## src/rtl/debouncer_pkg.sv

```systemverilog
// -----------------------------------------------------------------------------
// debouncer_pkg
// Shared types and constants for the debouncer bank.
//   rpt_state_t    : per-channel auto-repeat FSM state
//   SYNC_RESET_VAL : value loaded into every synchroniser flop on reset
//   max_int()      : elaboration-time helper for sizing shared counters
// Optional feature macro: DEBOUNCER_REPEAT_EN (repeat FSM is only used then).
// -----------------------------------------------------------------------------
package debouncer_pkg;

  typedef enum logic [1:0] {
    RPT_IDLE       = 2'd0,
    RPT_WAIT_DELAY = 2'd1,
    RPT_REPEATING  = 2'd2
  } rpt_state_t;

  localparam logic SYNC_RESET_VAL = 1'b0;

  function automatic int max_int(input int a, input int b);
    return (a > b) ? a : b;
  endfunction

endpackage

```

## src/rtl/debounce_chan.sv

```systemverilog
// -----------------------------------------------------------------------------
// debounce_chan
// One debouncer channel: SYNC_STAGES-deep synchroniser, N-bit stability
// counter, registered clean level, registered rise/fall pulses and a press
// strobe. With DEBOUNCER_REPEAT_EN defined, press also carries auto-repeat
// strobes (first after 2^RPT_DELAY_W cycles, then every 2^RPT_RATE_W cycles);
// otherwise press is a registered copy of rise.
// Ports:
//   i_clk   : clock, all state on posedge
//   i_reset : synchronous active-high reset
//   i_raw   : asynchronous pin level
//   o_clean : debounced level
//   o_rise  : one-cycle pulse after clean goes 0->1
//   o_fall  : one-cycle pulse after clean goes 1->0
//   o_press : rise plus optional auto-repeat strobes
// -----------------------------------------------------------------------------
module debounce_chan
  import debouncer_pkg::*;
#(
  parameter int N           = 20,
  parameter int SYNC_STAGES = 2
`ifdef DEBOUNCER_REPEAT_EN
  ,
  parameter int RPT_DELAY_W = 24,
  parameter int RPT_RATE_W  = 22
`endif
) (
  input  logic i_clk,
  input  logic i_reset,
  input  logic i_raw,
  output logic o_clean,
  output logic o_rise,
  output logic o_fall,
  output logic o_press
);

  logic [SYNC_STAGES-1:0] r_sync;
  logic [N-1:0]           r_cnt;
  logic                   r_clean;
  logic                   r_rise;
  logic                   r_fall;
  logic                   r_press;

  logic w_s;
  logic w_differ;
  logic w_toggle;
  logic w_rise_evt;

  assign w_s        = r_sync[SYNC_STAGES-1];
  assign w_differ   = w_s ^ r_clean;
  // Toggle on the edge where the disagreement has already lasted 2^N-1
  // cycles, so the counter never needs to wrap.
  assign w_toggle   = w_differ && (r_cnt == '1);
  assign w_rise_evt = w_toggle && !r_clean;

  always_ff @(posedge i_clk) begin
    if (i_reset) begin
      r_sync  <= {SYNC_STAGES{SYNC_RESET_VAL}};
      r_cnt   <= '0;
      r_clean <= 1'b0;
      r_rise  <= 1'b0;
      r_fall  <= 1'b0;
    end else begin
      r_sync <= {r_sync[SYNC_STAGES-2:0], i_raw};
      // Any cycle of agreement restarts the stability window.
      if (!w_differ || w_toggle) begin
        r_cnt <= '0;
      end else begin
        r_cnt <= r_cnt + N'(1);
      end
      if (w_toggle) begin
        r_clean <= ~r_clean;
      end
      r_rise <= w_rise_evt;
      r_fall <= w_toggle && r_clean;
    end
  end

`ifdef DEBOUNCER_REPEAT_EN
  localparam int RPT_CNT_W = max_int(RPT_DELAY_W, RPT_RATE_W);
  localparam logic [RPT_CNT_W-1:0] DELAY_LAST = RPT_CNT_W'({RPT_DELAY_W{1'b1}});
  localparam logic [RPT_CNT_W-1:0] RATE_LAST  = RPT_CNT_W'({RPT_RATE_W{1'b1}});

  rpt_state_t           r_state;
  logic [RPT_CNT_W-1:0] r_rcnt;

  always_ff @(posedge i_clk) begin
    if (i_reset) begin
      r_state <= RPT_IDLE;
      r_rcnt  <= '0;
      r_press <= 1'b0;
    end else begin
      r_press <= 1'b0;
      if (w_rise_evt) begin
        r_state <= RPT_WAIT_DELAY;
        r_rcnt  <= '0;
        r_press <= 1'b1;
      end else if (w_toggle || !r_clean) begin
        // Remaining toggles are falls: release wins over a due repeat strobe.
        r_state <= RPT_IDLE;
        r_rcnt  <= '0;
      end else begin
        case (r_state)
          RPT_WAIT_DELAY: begin
            if (r_rcnt == DELAY_LAST) begin
              r_press <= 1'b1;
              r_rcnt  <= '0;
              r_state <= RPT_REPEATING;
            end else begin
              r_rcnt <= r_rcnt + RPT_CNT_W'(1);
            end
          end
          RPT_REPEATING: begin
            if (r_rcnt == RATE_LAST) begin
              r_press <= 1'b1;
              r_rcnt  <= '0;
            end else begin
              r_rcnt <= r_rcnt + RPT_CNT_W'(1);
            end
          end
          default: begin
            r_state <= RPT_IDLE;
            r_rcnt  <= '0;
          end
        endcase
      end
    end
  end
`else
  always_ff @(posedge i_clk) begin
    if (i_reset) begin
      r_press <= 1'b0;
    end else begin
      r_press <= w_rise_evt;
    end
  end
`endif

  assign o_clean = r_clean;
  assign o_rise  = r_rise;
  assign o_fall  = r_fall;
  assign o_press = r_press;

endmodule

```

## src/rtl/debouncer_bank.sv

```systemverilog
// -----------------------------------------------------------------------------
// debouncer_bank
// CHANNELS independent debouncers for pushbuttons and switches. Each raw pin
// is synchronised, debounced by a 2^N-cycle stability window, and produces a
// clean level, rise/fall pulses and a press strobe.
// Optional feature macro: DEBOUNCER_REPEAT_EN adds auto-repeat to press.
// Ports:
//   clk   : clock, all state on posedge
//   reset : synchronous active-high reset
//   raw   : [CHANNELS] asynchronous pin levels
//   clean : [CHANNELS] debounced levels
//   rise  : [CHANNELS] one-cycle pulses on clean 0->1
//   fall  : [CHANNELS] one-cycle pulses on clean 1->0
//   press : [CHANNELS] rise plus auto-repeat strobes (== rise without macro)
// -----------------------------------------------------------------------------
module debouncer_bank
  import debouncer_pkg::*;
#(
  parameter int CHANNELS    = 5,
  parameter int N           = 20,
  parameter int SYNC_STAGES = 2,
  parameter int RPT_DELAY_W = 24,
  parameter int RPT_RATE_W  = 22
) (
  input  logic                clk,
  input  logic                reset,
  input  logic [CHANNELS-1:0] raw,
  output logic [CHANNELS-1:0] clean,
  output logic [CHANNELS-1:0] rise,
  output logic [CHANNELS-1:0] fall,
  output logic [CHANNELS-1:0] press
);

  if (SYNC_STAGES < 2 || SYNC_STAGES > 4 || N < 1 ||
      RPT_DELAY_W < 1 || RPT_RATE_W < 1 || CHANNELS < 1) begin : g_param_check
    $error("debouncer_bank: illegal parameter combination");
  end

  for (genvar gi = 0; gi < CHANNELS; gi++) begin : g_chan
    debounce_chan #(
      .N           (N),
      .SYNC_STAGES (SYNC_STAGES)
`ifdef DEBOUNCER_REPEAT_EN
      ,
      .RPT_DELAY_W (RPT_DELAY_W),
      .RPT_RATE_W  (RPT_RATE_W)
`endif
    ) u_chan (
      .i_clk   (clk),
      .i_reset (reset),
      .i_raw   (raw[gi]),
      .o_clean (clean[gi]),
      .o_rise  (rise[gi]),
      .o_fall  (fall[gi]),
      .o_press (press[gi])
    );
  end

endmodule

```

## config.mk

```make
export PLATFORM = sky130hd
export DESIGN_NAME = debouncer_bank
export DESIGN_NICKNAME = d
export VERILOG_FILES = /design/src/rtl/debouncer_pkg.sv /design/src/rtl/debounce_chan.sv /design/src/rtl/debouncer_bank.sv
export SDC_FILE = /design/constraint.sdc
export NUM_CORES = 1
export LEC_CHECK = 0
export CORE_MARGIN = 2
export CORE_UTILIZATION = 58
export CTS_BUF_LIST = sky130_fd_sc_hd__clkbuf_8
export CTS_CLUSTER_SIZE = 10
export DETAILED_ROUTE_END_ITERATION = 10
export HOLD_SLACK_MARGIN = 0.15
export PLACE_DENSITY_LB_ADDON = 0.3
export REMOVE_ABC_BUFFERS = 1
export SETUP_SLACK_MARGIN = 0.15
export SLEW_MARGIN = 5
export SYNTH_ARGS = -nofsm -noshare
export SYNTH_HDL_FRONTEND = slang
export SYNTH_SLANG_ARGS = --single-unit
export TNS_END_PERCENT = 100
```

## constraint.sdc

```tcl
create_clock -name clk -period 2.6 [get_ports clk]
set_input_delay 0.52 -clock clk [delete_from_list [all_inputs] [get_ports clk]]
set_output_delay 0.52 -clock clk [all_outputs]
set_load 0.01 [all_outputs]
```

==> load_flow_metrics.sql <==
INSERT INTO impl_metrics (metric_group, metric, value, unit) VALUES
('timing', 'slew_headroom', '55.1', '%'),
('worst_hold_path', 'hold_end', 'g_chan[0].u_chan.r_sync[1]', ''),
('die', 'fp.coreArea', '9150', 'um^2'),
('clock_network', 'cts.reportedPaths.clkPinSlew', '0.08', 'ns'),
('synth', 'syn_avg_cell_area', '8.79', 'um^2'),
('synth', 'synth_seq_cells', '125', ''),
('drt', 'drt_pre_antenna_iters', '5', ''),
('power_and_ir_drop', 'p_clk_share', '47.0', '%'),
('grt', 'first_pass_grt_wire_length', '16.9', 'mm'),
('power_and_ir_drop', 'cellInternalPower', '2920', 'uW'),
('power_and_ir_drop', 'vdd_ir_drop_max', '0.395', 'mV'),
('final_layout', 'flow.area_growth_from_synthesis', '11.7', '%'),
('power_and_ir_drop', 'swShare', '21.8', '%'),
('grt', 'grt_max_degree', '19', ''),
('power_and_ir_drop', 'power-per-cell-area', '616', 'nW/um^2'),
('setup_path', 'critPathCaptureType', 'register', ''),
('timing', 'finalClockSkew', '0.00931', 'ns'),
('grt', 'initial_antenna_violation_count', '0', ''),
('setup_path', 'worst_ep_arrival_time', '2.53', 'ns'),
('die', 'die-area', '10100', 'um^2'),
('timing', 'final.setup.worst_slack', '0.393', 'ns'),
('timing', 'setup_repair_after_global_routing_missed_its_margin', 'false', ''),
('synth', 'synth-edff-count', '0', ''),
('clock_network', 'numClockSinks', '125', ''),
('status', 'status', 'finished clean', ''),
('synth', 'synth_largest_area_cell', 'sky130_fd_sc_hd__dfxtp_1', ''),
('job', 'max_cap_viol_count', '0', ''),
('clock_network', 'cts_tree', 'done', ''),
('drt', 'route.detailed.drc', '0', ''),
('placement', 'port_buffers', '26', ''),
('drt', 'routedWlPerCell', '13.1', 'um'),
('timing', 'final.min_clock_period', '2.21', 'ns'),
('placement', 'dpl_worst_slack', '0.202', 'ns'),
('synth', 'ys_types', '41', ''),
('die', 'fp.dieH', '101', 'um'),
('die', 'die-width', '101', 'um'),
('placement', 'dp_hpwl', '6.67', 'mm'),
('power_and_ir_drop', 'seq_power_share', '51.7', '%'),
('drt', 'drtAntennaViolNets', '0', ''),
('drt', 'drt-initial-drc-count', '208', ''),
('timing', 'finalSetupTns', '0', 'ns'),
('setup_path', 'ff2ff_setup_slack', '0.39', 'ns'),
('final_layout', 'antennaDiodeCount', '0', ''),
('grt', 'grt_use_total', '20.6', '%'),
('drt', 'vias_per_cell', '5.63', ''),
('final_layout', 'nNetsFinal', '642', ''),
('clock_network', 'numCtsBuffers', '17', ''),
('timing', 'setup_viol', '0', ''),
('clock_network', 'cts_root_buf', 'sky130_fd_sc_hd__clkbuf_8', ''),
('clock_network', 'clock_tree.htree_level_count', '4', ''),
('setup_path', 'crit_fanout', '10', ''),
('final_layout', 'ff_latch_area', '2500', 'um^2'),
('final_layout', 'final.fill_count', '747', ''),
('timing', 'fin_crit_sh', '84.9', '%'),
('die', 'core.rowCount', '35', ''),
('final_layout', 'post_route_cells_drive_above_1_share', '7.47', '%'),
('timing', 'max_freq', '0.453', 'GHz'),
('setup_path', 'critPathLaunch', 'g_chan[1].u_chan.r_cnt[0]', ''),
('timing', 'final-hold-violation-count', '0', ''),
('setup_path', 'crit-reg2reg-launch', 'g_chan[1].u_chan.r_cnt[0]', ''),
('synth', 'post_synth_main_area_contributors', 'sky130_fd_sc_hd__dfxtp_1, sky130_fd_sc_hd__xnor2_1, sky130_fd_sc_hd__nor2_1, sky130_fd_sc_hd__xor2_1, sky130_fd_sc_hd__buf_4', ''),
('synth', 'synth_sequential_area_ratio', '46.1', '%'),
('synth', 'synth_top_cell_area_share', '46.1', '%'),
('grt', 'via_count_of_the_first_global_routing_pass', '3907', ''),
('timing', 'timing_worst_slew_pin_value', '0.673', 'ns'),
('final_layout', 'multiInputGateArea', '2620', 'um^2'),
('power_and_ir_drop', 'power.switching', '815', 'uW'),
('timing', 'maxSlewViolCount', '0', ''),
('clock_network', 'worstSkewPairLatency', '0.42', 'ns'),
('worst_hold_path', 'worst_min_path_class', 'register to register', ''),
('setup_path', 'criticalPathCategory', 'register to register', '');
cells in the final DEF, fill, tap and decap left out, types with 3 or more instances in the layout:
master                              n
sky130_fd_sc_hd__a21oi_1           27
sky130_fd_sc_hd__and3_1            10
sky130_fd_sc_hd__and4_1            14
sky130_fd_sc_hd__buf_4              7
sky130_fd_sc_hd__bufinv_16          3
sky130_fd_sc_hd__clkbuf_8          18
sky130_fd_sc_hd__clkdlybuf4s50_1   26
sky130_fd_sc_hd__clkinvlp_4         8
sky130_fd_sc_hd__dfxtp_1          125
sky130_fd_sc_hd__ha_1               5
sky130_fd_sc_hd__inv_1             18
sky130_fd_sc_hd__nand2_1           40
sky130_fd_sc_hd__nand2b_1           7
sky130_fd_sc_hd__nand3_1           32
sky130_fd_sc_hd__nand4_1           26
sky130_fd_sc_hd__nor2_1            82
sky130_fd_sc_hd__nor2b_1           11
sky130_fd_sc_hd__nor3_1            16
sky130_fd_sc_hd__nor4_1             9
sky130_fd_sc_hd__o211ai_1           4
sky130_fd_sc_hd__o21ai_0           18
sky130_fd_sc_hd__o31ai_1            9
sky130_fd_sc_hd__or2_2              3
sky130_fd_sc_hd__or3_1             21
sky130_fd_sc_hd__or4_1             14
sky130_fd_sc_hd__xnor2_1           36
sky130_fd_sc_hd__xor2_1            28
stage by stage:
step                      hold slack [ns]  power, uW  instance area, um^2  utilization [%]  cells
after detailed placement            0.428       2020                 5640             61.6    722
after global placement              0.418       2020                 5640             61.6    722
final                               0.438       3730                 6060             66.2    754
after floorplan                     0.414       1990                 5190                -    578
after global routing                0.455       3870                 6060             66.2    754
after CTS                           0.440       3760                 6060             66.2    754
routing by layer:
| metal | vias up | track usage (%) | wire length (um) |
|---|---|---|---|
| met3 | 14 | 5.48 | 298 |
| li1 | 2175 | - | - |
| met4 | 0 | 7.59 | 114 |
| met5 | - | 0 | 0 |
| met2 | 68 | 33.6 | 4720 |
| met1 | 1990 | 26.1 | 4730 |
what timing repair did:
action,4_1_cts,5_1_grt
setup endpoints to repair,0,6
setup buffers,0,0
resized for setup,0,1
power groups by stage:
stage          Sequential [uW]  Clock, uW  Combinational, uW
2_1_floorplan             1970          0               22.5
3_3_place_gp              1970          0               47.4
3_5_place_dp              1970          0               48.7
4_1_cts                   1930       1780               48.7
5_1_grt                   1930       1880               54.1
6_report                  1930       1750               48.5
critical path: stages (launching register included):
cell	delay (ns)
sky130_fd_sc_hd__dfxtp_1	0.38
sky130_fd_sc_hd__ha_1	0.26
sky130_fd_sc_hd__nand4_1	0.22
sky130_fd_sc_hd__or2_2	0.42
sky130_fd_sc_hd__or4_1	0.60
sky130_fd_sc_hd__and3_1	0.21
how the worst max path moves through the flow:
stage,endpoint
2_1_floorplan,g_chan[4].u_chan.r_cnt[10]
3_3_place_gp,g_chan[3].u_chan.r_cnt[6]
3_5_place_dp,g_chan[3].u_chan.r_cnt[5]
4_1_cts,g_chan[3].u_chan.r_cnt[5]
5_1_grt,g_chan[1].u_chan.r_cnt[1]
6_report,g_chan[1].u_chan.r_cnt[1]
layout make-up:
class	count	area share, %
clock buffer	18	4.09
timing repair buffer	33	5.16
clock inverter	14	2.79
tap	111	2.29
multi-input combinational	435	43.3
sequential	125	41.3
inverter	18	1.12
cell usage after synthesis, drive strengths merged (5+ instances only):
library cell	n
xnor2	36
nand2	40
nor2b	11
ha	5
nand3	33
nor4	9
o21ai	20
nor2	82
or3	21
nand4	28
buf	29
o31ai	9
a21oi	27
dfxtp	125
xor2	28
or4	14
and4	14
nand2b	7
clkbuf	10
and3	10
inv	18
nor3	16
registers in the layout (all words and copies together), names as in the netlist:
| name | count |
|---|---|
| g_chan.u_chan.o_fall | 5 |
| g_chan.u_chan.r_sync | 10 |
| g_chan.u_chan.o_press | 1 |
| g_chan.u_chan.r_cnt | 100 |
| g_chan.u_chan.o_rise | 4 |
| g_chan.u_chan.o_clean | 5 |
cells by family after synthesis:
family	count (synthesis)	share of synthesized area [%]
DFF	125	46.1
muxes	2	0.369
xor gates and xnor gates	64	10.3
and+or+nand+nor	295	28.8
buffers and inverters	57	5.65
AOI/OAI and AO/OA	69	7.61
adders and majority gates	5	1.15
(Power assumes the default switching activity.)
==> edit: new RTL, config.mk and constraints unchanged <==
The option `DEBOUNCER_REPEAT_EN` is turned on by a define.
--- a/src/rtl/debounce_chan.sv
+++ b/src/rtl/debounce_chan.sv
@@ -15,4 +15,6 @@
 //   o_press : rise plus optional auto-repeat strobes
 // -----------------------------------------------------------------------------
+`define DEBOUNCER_REPEAT_EN
+
 module debounce_chan
   import debouncer_pkg::*;
Formal check against the unedited RTL: no difference found for any inputs over 10 cycles, from zero or initial values and one cycle with reset high; that may be too few to reach the edited logic, so the function may still have changed.
==> edit against the unedited design <==
Combinational power decreased by 2%. Routed wire length increased by 92%. First-iteration DRC count increased by 23%. Synthesized area increased by 110%. Total power increased by 100%. Non-clock buffer count increased by 6. Setup slack got worse by 0.022 ns. Sequential cell count increased by 135. Design area increased by 110%. Cell count increased by 110%. Synthesized cell count increased by 100%.
==> edit: results (changes against the unedited design) <==
GRT
  – Tot GR Track Use: 0.189 (-0.0166)
  – Vias in the first global route: 7,656 (+96%)
  – Largest net degree at the start of global routing: 25 (+6)
  – First-pass GRT wire length: 33.0 mm (+95%)

Setup path
  – Slowest-stage cell, CP: a2111o_2
  – Top Family by Delay on Critical Path: compound AO/OA/AOI/OAI gates
  – Reg-to-Reg Start: g_chan[3].u_chan.r_cnt[0]$_SDFF_PP0_
  – Critical Path Max Stage Delay: 0.51 ns (-0.09 ns)
  – FF-to-FF path depth: 6 (+1)
  – Worst R2R End: g_chan[3].u_chan.r_rcnt[8]$_SDFF_PP0_
  – Arrival time worst endpoint: 2.63 ns (+0.10 ns)

Synthesis
  – Synth cell count leaders: 260 x dfxtp_1, 255 x nor2_1, 122 x xor2_1, 82 x nand2_1
  – Distinct cells, synth: 65 (+59%)
  – Avg Inst Size Synth: 8.99 sq um (+2.2%)
  – Top post-synthesis cells by area: dfxtp_1 46%, xor2_1 9.5%, nor2_1 8.5%

Timing
  – Post-layout min period: 2.23 ns (+0.0220 ns)
  – Hold Slack: 0.435 ns (-0.00279 ns)
  – Max_slew headroom: 0.473 (-0.0776)
  – Final clock skew: 0.0176 ns (+0.00829 ns)

Clocking
  – H-tree Lvls: 2 (-2)
  – Worst skew pair latency: 0.54 ns (+0.12 ns)
  – Worst-path clk slew: 0.06 ns (-0.02 ns)
  – CTS Buf Count: 43 (+26)

Pwr
  – Lkg Pwr: 4.14 nW (+120%)
  – Total power: 7.54 mW (+100%)
  – Combinational power: 47.6 uW (-2%)
  – IR drop worst, VDD: 0.400 mV (+1.3%)

Detailed routing
  – DRT Pass-1 Iters: 4 (-1)

Run status
  – Status: complete, no violations

Place
  – Pre-CTS worst setup slack: 0.255 ns (+0.0523 ns)
  – Placed Instance Area: 0.0116 sq mm (+110%)

Final layout
  – Share of cells above drive strength 1: 0.0875 (+0.0129)
  – Nets: 1,320 (+110%)

Worst hold path
  – Hold Path End: g_chan[1].u_chan.r_sync[1]$_SDFF_PP0_
## edit: metal layers
metal,share of wire,vias to the layer above,track usage,routed length (microns)
li1,-,4288,-,-
met3,0.030,33,0.0347,560
met4,0.017,0,0.0660,331
met1,0.49,3760,0.244,9340
met5,0,-,0,0
met2,0.46,76,0.318,8690
## edit: kinds of logic (layout without fill, tap and decap cells)
group | Yosys count | after routing | share of synthesized area
mux | 4 | 4 | 0.00356
simple gates | 637 | 637 | 0.284
compound gates | 45 | 45 | 0.0302
buf+inv | 85 | 157 | 0.0408
flops | 260 | 260 | 0.462
xor+xnor | 202 | 202 | 0.157
fa+ha+maj | 20 | 20 | 0.0222
## edit: cell type report
class | instances | area, sq um
fill | 1577 | 6380
multi-input combinational | 908 | 5600
sequential | 260 | 5200
clock buffer | 57 | 785
timing repair buffer | 39 | 358
tap | 260 | 325
inverter | 41 | 154
clock inverter | 20 | 88.8
